<file path="src/rtl/metadata_fetch_scheduler_pkg.sv">
// rtl/metadata_fetch_scheduler_pkg.sv - shared constants and FSM state type for the metadata fetch scheduler
package cl_pkg;

    localparam int NUM_NOTES = 37;
    localparam int TIME_W    = 16;
    localparam logic [NUM_NOTES-1:0] LANE_MASK = 37'h0_9500_0000;

    typedef enum logic [1:0] {
        IDLE = 2'd0,
        REQ  = 2'd1,
        WAIT = 2'd2,
        CAP  = 2'd3
    } state_t;

endpackage

</file>
<file path="src/rtl/metadata_fetch_scheduler_rr_arbiter.sv">
// rtl/metadata_fetch_scheduler_rr_arbiter.sv - rotate-priority encoder granting the lowest request above last
module rr_arbiter #(
    parameter int N  = 37,
    parameter int IW = $clog2(N)
) (
    input  logic [N-1:0]  req,
    input  logic [IW-1:0] last,
    output logic [IW-1:0] gnt_idx,
    output logic          gnt_any
);

    logic [IW:0] w_idx;

    always_comb begin
        gnt_idx = '0;
        gnt_any = 1'b0;
        w_idx   = '0;
        // walk offsets from farthest to nearest so the nearest hit above last wins
        for (int k = N; k >= 1; k--) begin
            w_idx = {1'b0, last} + (IW+1)'(k);
            if (w_idx >= (IW+1)'(N)) begin
                w_idx = w_idx - (IW+1)'(N);
            end
            if (req[w_idx[IW-1:0]]) begin
                gnt_idx = w_idx[IW-1:0];
                gnt_any = 1'b1;
            end
        end
    end

endmodule

</file>
<file path="src/rtl/metadata_fetch_scheduler.sv">
// rtl/metadata_fetch_scheduler.sv - round-robin refill of per-lane next-note timestamps from the metadata source
module metadata_fetch_scheduler #(
    parameter int NUM_NOTES = cl_pkg::NUM_NOTES,
    parameter int TIME_W    = cl_pkg::TIME_W,
    parameter logic [NUM_NOTES-1:0] LANE_MASK = cl_pkg::LANE_MASK
) (
    input  logic                        clk,
    input  logic                        rst_n,
    input  logic                        song_start,
    input  logic [NUM_NOTES-1:0]        lane_consume,
    input  logic [NUM_NOTES*TIME_W-1:0] metadata_link,
    output logic [NUM_NOTES-1:0]        metadata_request,
    output logic [NUM_NOTES*TIME_W-1:0] next_time,
    output logic [NUM_NOTES-1:0]        next_valid,
    output logic [NUM_NOTES-1:0]        lane_done,
    output logic                        busy,
    output logic                        all_done,
    output logic                        consume_err
);

    localparam int IW = $clog2(NUM_NOTES);
    localparam int BW = $clog2(NUM_NOTES*TIME_W);

    cl_pkg::state_t r_state, w_state_nxt;

    logic [IW-1:0]               r_sel;
    logic [IW-1:0]               r_last;
    logic [NUM_NOTES-1:0]        r_pending;
    logic [NUM_NOTES-1:0]        r_next_valid;
    logic [NUM_NOTES-1:0]        r_lane_done;
    logic [NUM_NOTES*TIME_W-1:0] r_next_time;
    logic                        r_consume_err;
    logic                        r_all_done;
    logic                        r_started;

    logic [IW-1:0]        w_gnt_idx;
    logic                 w_gnt_any;
    logic [BW-1:0]        w_base;
    logic [TIME_W-1:0]    w_link_t;
    logic [NUM_NOTES-1:0] w_req;
    logic                 w_busy;

    rr_arbiter #(
        .N  (NUM_NOTES),
        .IW (IW)
    ) u_arb (
        .req     (r_pending),
        .last    (r_last),
        .gnt_idx (w_gnt_idx),
        .gnt_any (w_gnt_any)
    );

    assign w_base   = BW'(r_sel) * BW'(TIME_W);
    assign w_link_t = metadata_link[w_base +: TIME_W];
    assign w_busy   = (|r_pending) || (r_state != cl_pkg::IDLE);

    always_ff @(posedge clk or negedge rst_n) begin
        if (!rst_n) begin
            r_state <= cl_pkg::IDLE;
        end else begin
            r_state <= w_state_nxt;
        end
    end

    always_comb begin
        w_state_nxt = r_state;
        case (r_state)
            cl_pkg::IDLE: if (w_gnt_any) w_state_nxt = cl_pkg::REQ;
            cl_pkg::REQ:  w_state_nxt = cl_pkg::WAIT;
            cl_pkg::WAIT: w_state_nxt = cl_pkg::CAP;
            cl_pkg::CAP:  w_state_nxt = cl_pkg::IDLE;
            default:      w_state_nxt = cl_pkg::IDLE;
        endcase
    end

    always_comb begin
        w_req = '0;
        if (r_state == cl_pkg::REQ) begin
            w_req[r_sel] = 1'b1;
        end
    end

    always_ff @(posedge clk or negedge rst_n) begin
        if (!rst_n) begin
            r_sel         <= '0;
            r_last        <= IW'(NUM_NOTES-1);
            r_pending     <= '0;
            r_next_valid  <= '0;
            r_lane_done   <= '0;
            r_next_time   <= '0;
            r_consume_err <= 1'b0;
            r_all_done    <= 1'b0;
            r_started     <= 1'b0;
        end else begin
            if (r_state == cl_pkg::IDLE && w_gnt_any) begin
                r_sel <= w_gnt_idx;
            end
            // a start while idle overrides any same-cycle consumes
            if (song_start && !w_busy) begin
                r_pending    <= LANE_MASK;
                r_next_valid <= '0;
                r_lane_done  <= '0;
                r_next_time  <= '0;
                r_started    <= 1'b1;
            end else begin
                if (r_state == cl_pkg::CAP) begin
                    r_pending[r_sel] <= 1'b0;
                    r_last           <= r_sel;
                    if (w_link_t != '0) begin
                        r_next_time[w_base +: TIME_W] <= w_link_t;
                        r_next_valid[r_sel]           <= 1'b1;
                    end else begin
                        r_lane_done[r_sel]  <= 1'b1;
                        r_next_valid[r_sel] <= 1'b0;
                    end
                end
                for (int i = 0; i < NUM_NOTES; i++) begin
                    if (lane_consume[i] && r_next_valid[i] && !r_lane_done[i]) begin
                        r_next_valid[i] <= 1'b0;
                        r_pending[i]    <= 1'b1;
                    end
                end
                if (|(lane_consume & ~r_next_valid)) begin
                    r_consume_err <= 1'b1;
                end
            end
            r_all_done <= ((LANE_MASK != '0) || r_started) &&
                          ((r_lane_done & LANE_MASK) == LANE_MASK);
        end
    end

    assign metadata_request = w_req;
    assign next_time        = r_next_time;
    assign next_valid       = r_next_valid;
    assign lane_done        = r_lane_done;
    assign busy             = w_busy;
    assign all_done         = r_all_done;
    assign consume_err      = r_consume_err;

endmodule

</file>
<file path="config.mk">
export PLATFORM = sky130hd
export DESIGN_NAME = metadata_fetch_scheduler
export DESIGN_NICKNAME = d
export VERILOG_FILES = /design/src/rtl/metadata_fetch_scheduler_pkg.sv /design/src/rtl/metadata_fetch_scheduler_rr_arbiter.sv /design/src/rtl/metadata_fetch_scheduler.sv
export SDC_FILE = /design/constraint.sdc
export NUM_CORES = 2
export LEC_CHECK = 0
export ABC_AREA = 1
export BUFFER_PORTS_ARGS = -buffer_cell sky130_fd_sc_hd__buf_2
export CORE_AREA = 2 2 523 525
export CTS_BUF_LIST = sky130_fd_sc_hd__clkbuf_16
export CTS_CLUSTER_DIAMETER = 100
export DETAILED_ROUTE_END_ITERATION = 6
export DIE_AREA = 0 0 525 527
export GPL_TIMING_DRIVEN = 0
export MAX_ROUTING_LAYER = met4
export PLACE_DENSITY = 0.47
export SYNTH_ARGS = -nofsm -noshare
export SYNTH_HDL_FRONTEND = slang
export SYNTH_SLANG_ARGS = --single-unit
</file>
<file path="constraint.sdc">
create_clock -name clk -period 14.4 [get_ports clk]
set_input_delay 2.16 -clock clk [delete_from_list [all_inputs] [get_ports clk]]
set_output_delay 2.16 -clock clk [all_outputs]
set_load 0.03 [all_outputs]
</file>
==> results.md <==
* Run status: finished with violations
* Violated checks: max-capacitance violations, max-slew violations
* Placed inst area at 0.06696 mm²
* Syn Nets at 8917
* CTS H-tree lvls at 3
* Number of antenna violations at the first check in global routing at 112
* Core area at 0.2717 mm²
* Number of buffers created by CTS at 86
* Number of max-cap violations at 29
* Slew @ Worst Pin at 1.741 ns
* Ratio of final minimum period to clock period at 81.51%
* Top fanout value on the critical path at 13
* Start-to-end type of the worst setup path: flop to flop
* Number of DRC violations after detailed-routing iteration 0 at 11150
* Routability cong. at 1.064
* Number of buffers added to fix hold violations after cts at 0
* Global-route total usage across every layer at 36.18%
* Clock latency on the worst-skew pair at 0.77 ns
* Via density at 5.568
* Cell area after synthesis at 0.05510 mm²
* Vias in the first global route at 68740
* Clock tree from TritonCTS: done
* I/O Pins at 1338
* Die height at 527 µm
* Mean cell area of the mapped netlist at 6.683 µm²
* Final cell utilization of the core at 25.85%
* Layout cells sized above 1 at 19.19%
* Top FF cell, synth: sky130_fd_sc_hd__dfrtp_1
* Antenna-violating nets left at 0
* Worst Setup End Kind: flop
* Layout Nets at 10380
* Number of synthesized register bits at 719
* Most numerous cell on the critical path: sky130_fd_sc_hd__nand2_1
* Site row count at 192
* Critical register-to-register path startpoint: r_last[0]
* Max stage delay on crit path at 0.83 ns
* Cell count of the worst reg-to-reg path at 40
* Initial cell density of the core at 20.28%
* TritonCTS sink count at 719
* Floorplan die width at 525 µm
* Worst hold slack across all endpoints at 0.4656 ns
* Final Skew at 0.06821 ns
* Clock Root Buffer: sky130_fd_sc_hd__clkbuf_16
* Final wirelength at 509900 µm
* Clock-pin transition on the worst setup and hold timing paths at 0.06 ns
* Unrepaired setup endpoints after global routing: false
* Worst reg2reg setup slack at 2.66 ns
* Worst r2r dst: r_state[0]
* Count of input and output buffers at 1337
* Period minus WS final at 11.74 ns
* Final count of hold timing violations at 0
* Async set-reset flop share out of synthesis at 100.0%
* Total setup buffers inserted after CTS at 0
* Most area-consuming cells after synthesis: sky130_fd_sc_hd__dfrtp_1, sky130_fd_sc_hd__nand2_1, sky130_fd_sc_hd__o21ai_0
* # resized after CTS at 0
* Class of the most critical hold timing path: flop to flop
* Distinct cell type count after synthesis at 83
* Critical Path RT at 14.98 ns
* WL per Instance at 37.50 µm
* Startpoint kind of the worst setup timing path: flop
* Final non-filler cell area at 0.07024 mm²
* Sequential area share after synthesis at 32.66%
* Vias at 75700
* Max Fclk at 85.19 MHz
* Number of buffers on the longest clock path at 3
* Critical path data arrival time at 12.32 ns
* Top cells by count, synth: sky130_fd_sc_hd__nand2_1, sky130_fd_sc_hd__o21ai_0, sky130_fd_sc_hd__nand3_1
* First-pass iteration count of the detailed router at 7
* Cell accounting for the most synthesized area: sky130_fd_sc_hd__dfrtp_1
* End point of the critical path: r_state[0]
* Yosys Warn Count at 0
* Area of the die at 0.2767 mm²
* Max-slew violation count at 236
* Global-route wire length before repair at 659300 µm
* Instance count of the mapped netlist at 8246
* Detailed placer's ending HPWL at 407500 µm
* Share of the synthesized area in the top cell type at 32.56%
* Area growth from synthesis to layout at 27.47%
* Most repeated cell in the gate-level netlist after synthesis: sky130_fd_sc_hd__nand2_1
* Crit path launch: r_last[0]
* DRC violation count after routing at 0
* Setup-failing EPs final at 0
* Total congestion overflow at 0
* Worst relative slew slack at -17.30%
* Largest net degree at the start of global routing at 108
* Slowest library cell on the worst path: sky130_fd_sc_hd__buf_1
* Number of enable flip-flop cells after synthesis at 0
## worst max-delay path: cells and delay by family (launching register included)
| family | cells | cell delay [ns] |
|---|---|---|
| DFF | 1 | 0.49 |
| AOI/OAI and AO/OA | 3 | 0.74 |
| xor gates and xnor gates | 1 | 0.69 |
| adders and majority gates | 1 | 0.45 |
| and+or+nand+nor | 25 | 6.00 |
| buffers and inverters | 10 | 3.11 |
## state kept, by name (all words and copies together) (netlist names)
signal       cells
next_time      592
lane_done       37
next_valid      37
r_pending       37
r_last           6
r_sel            6
r_state          2
all_done         1
consume_err      1
## through the flow
step | cells | worst slack [ns] | TNS (ns)
floorplan | 8246 | 8.479 | 0
global placement | 13170 | -5.635 | -3937.54
detailed placement | 13210 | 3.086 | 0
CTS | 13350 | 3.059 | 0
global route | 13560 | 2.711 | 0
finish | 13600 | 2.662 | 0
## worst min path at each step
| stage | slack (ns) | end | startpoint | depth (start not counted) |
|---|---|---|---|---|
| floorplan | 0.49 | r_sel[5] | r_sel[5] | 2 |
| finish | 0.47 | consume_err | consume_err | 1 |
| CTS | 0.47 | next_time[161] | next_time[161] | 2 |
| global placement | 0.43 | consume_err | consume_err | 1 |
| detailed placement | 0.45 | consume_err | consume_err | 1 |
| global route | 0.49 | next_time[161] | next_time[161] | 2 |
## cells by family (layout without fill, tap and decap cells)
| group | count (synthesis) | after routing | synth area share (%) |
|---|---|---|---|
| DFF | 719 | 719 | 32.66 |
| xor gates and xnor gates | 87 | 87 | 1.696 |
| and+or+nand+nor | 3465 | 3465 | 27.22 |
| other | 0 | 243 | 0 |
| muxes | 1 | 1 | 0.02043 |
| AOI/OAI and AO/OA | 2527 | 2527 | 27.24 |
| adders and majority gates | 39 | 39 | 0.8855 |
| buffers and inverters | 1408 | 2926 | 10.28 |
## routing by layer
metal | up-vias | wire [µm] | GRT usage (%)
met5 | - | 0 | -
met4 | 0 | 35610 | 21.26
met3 | 988 | 64360 | 13.32
met2 | 5230 | 208700 | 50.25
met1 | 37800 | 201200 | 44.43
li1 | 31690 | - | -
## layout by cell type, fill, tap and decap left out, types with 54 or more instances in the layout
cell type / count
sky130_fd_sc_hd__nand2_1: 1709
sky130_fd_sc_hd__buf_2: 1399
sky130_fd_sc_hd__o21ai_0: 1089
sky130_fd_sc_hd__nand3_1: 930
sky130_fd_sc_hd__dfrtp_1: 717
sky130_fd_sc_hd__inv_1: 700
sky130_fd_sc_hd__nor2_1: 516
sky130_fd_sc_hd__a21oi_1: 451
sky130_fd_sc_hd__clkbuf_1: 411
sky130_fd_sc_hd__diode_2: 243
sky130_fd_sc_hd__o211ai_1: 203
sky130_fd_sc_hd__o22ai_1: 178
sky130_fd_sc_hd__o21ai_1: 121
sky130_fd_sc_hd__a22oi_1: 101
sky130_fd_sc_hd__nand4_1: 100
sky130_fd_sc_hd__clkbuf_16: 87
sky130_fd_sc_hd__nor3_1: 69
sky130_fd_sc_hd__buf_1: 62
sky130_fd_sc_hd__inv_2: 61
sky130_fd_sc_hd__o221ai_1: 57
sky130_fd_sc_hd__xor2_1: 56
sky130_fd_sc_hd__a22o_1: 54
## area by class of cell
| type | count | area [µm²] |
|---|---|---|
| Antenna cell | 243 | 608.1 |
| Inverter | 779 | 2950 |
| Clock buffer | 87 | 2177 |
| Timing Repair Buffer | 1370 | 7262 |
| Clock inverter | 61 | 488.0 |
| Tap cell | 3589 | 4491 |
| Sequential cell | 719 | 17990 |
| Buffer | 629 | 2768 |
| Fill cell | 31160 | 201500 |
| Multi-Input combinational cell | 6119 | 31500 |
Power is not shown: default switching activity piles up to over one toggle a cycle in this logic, so the estimate is an artifact.
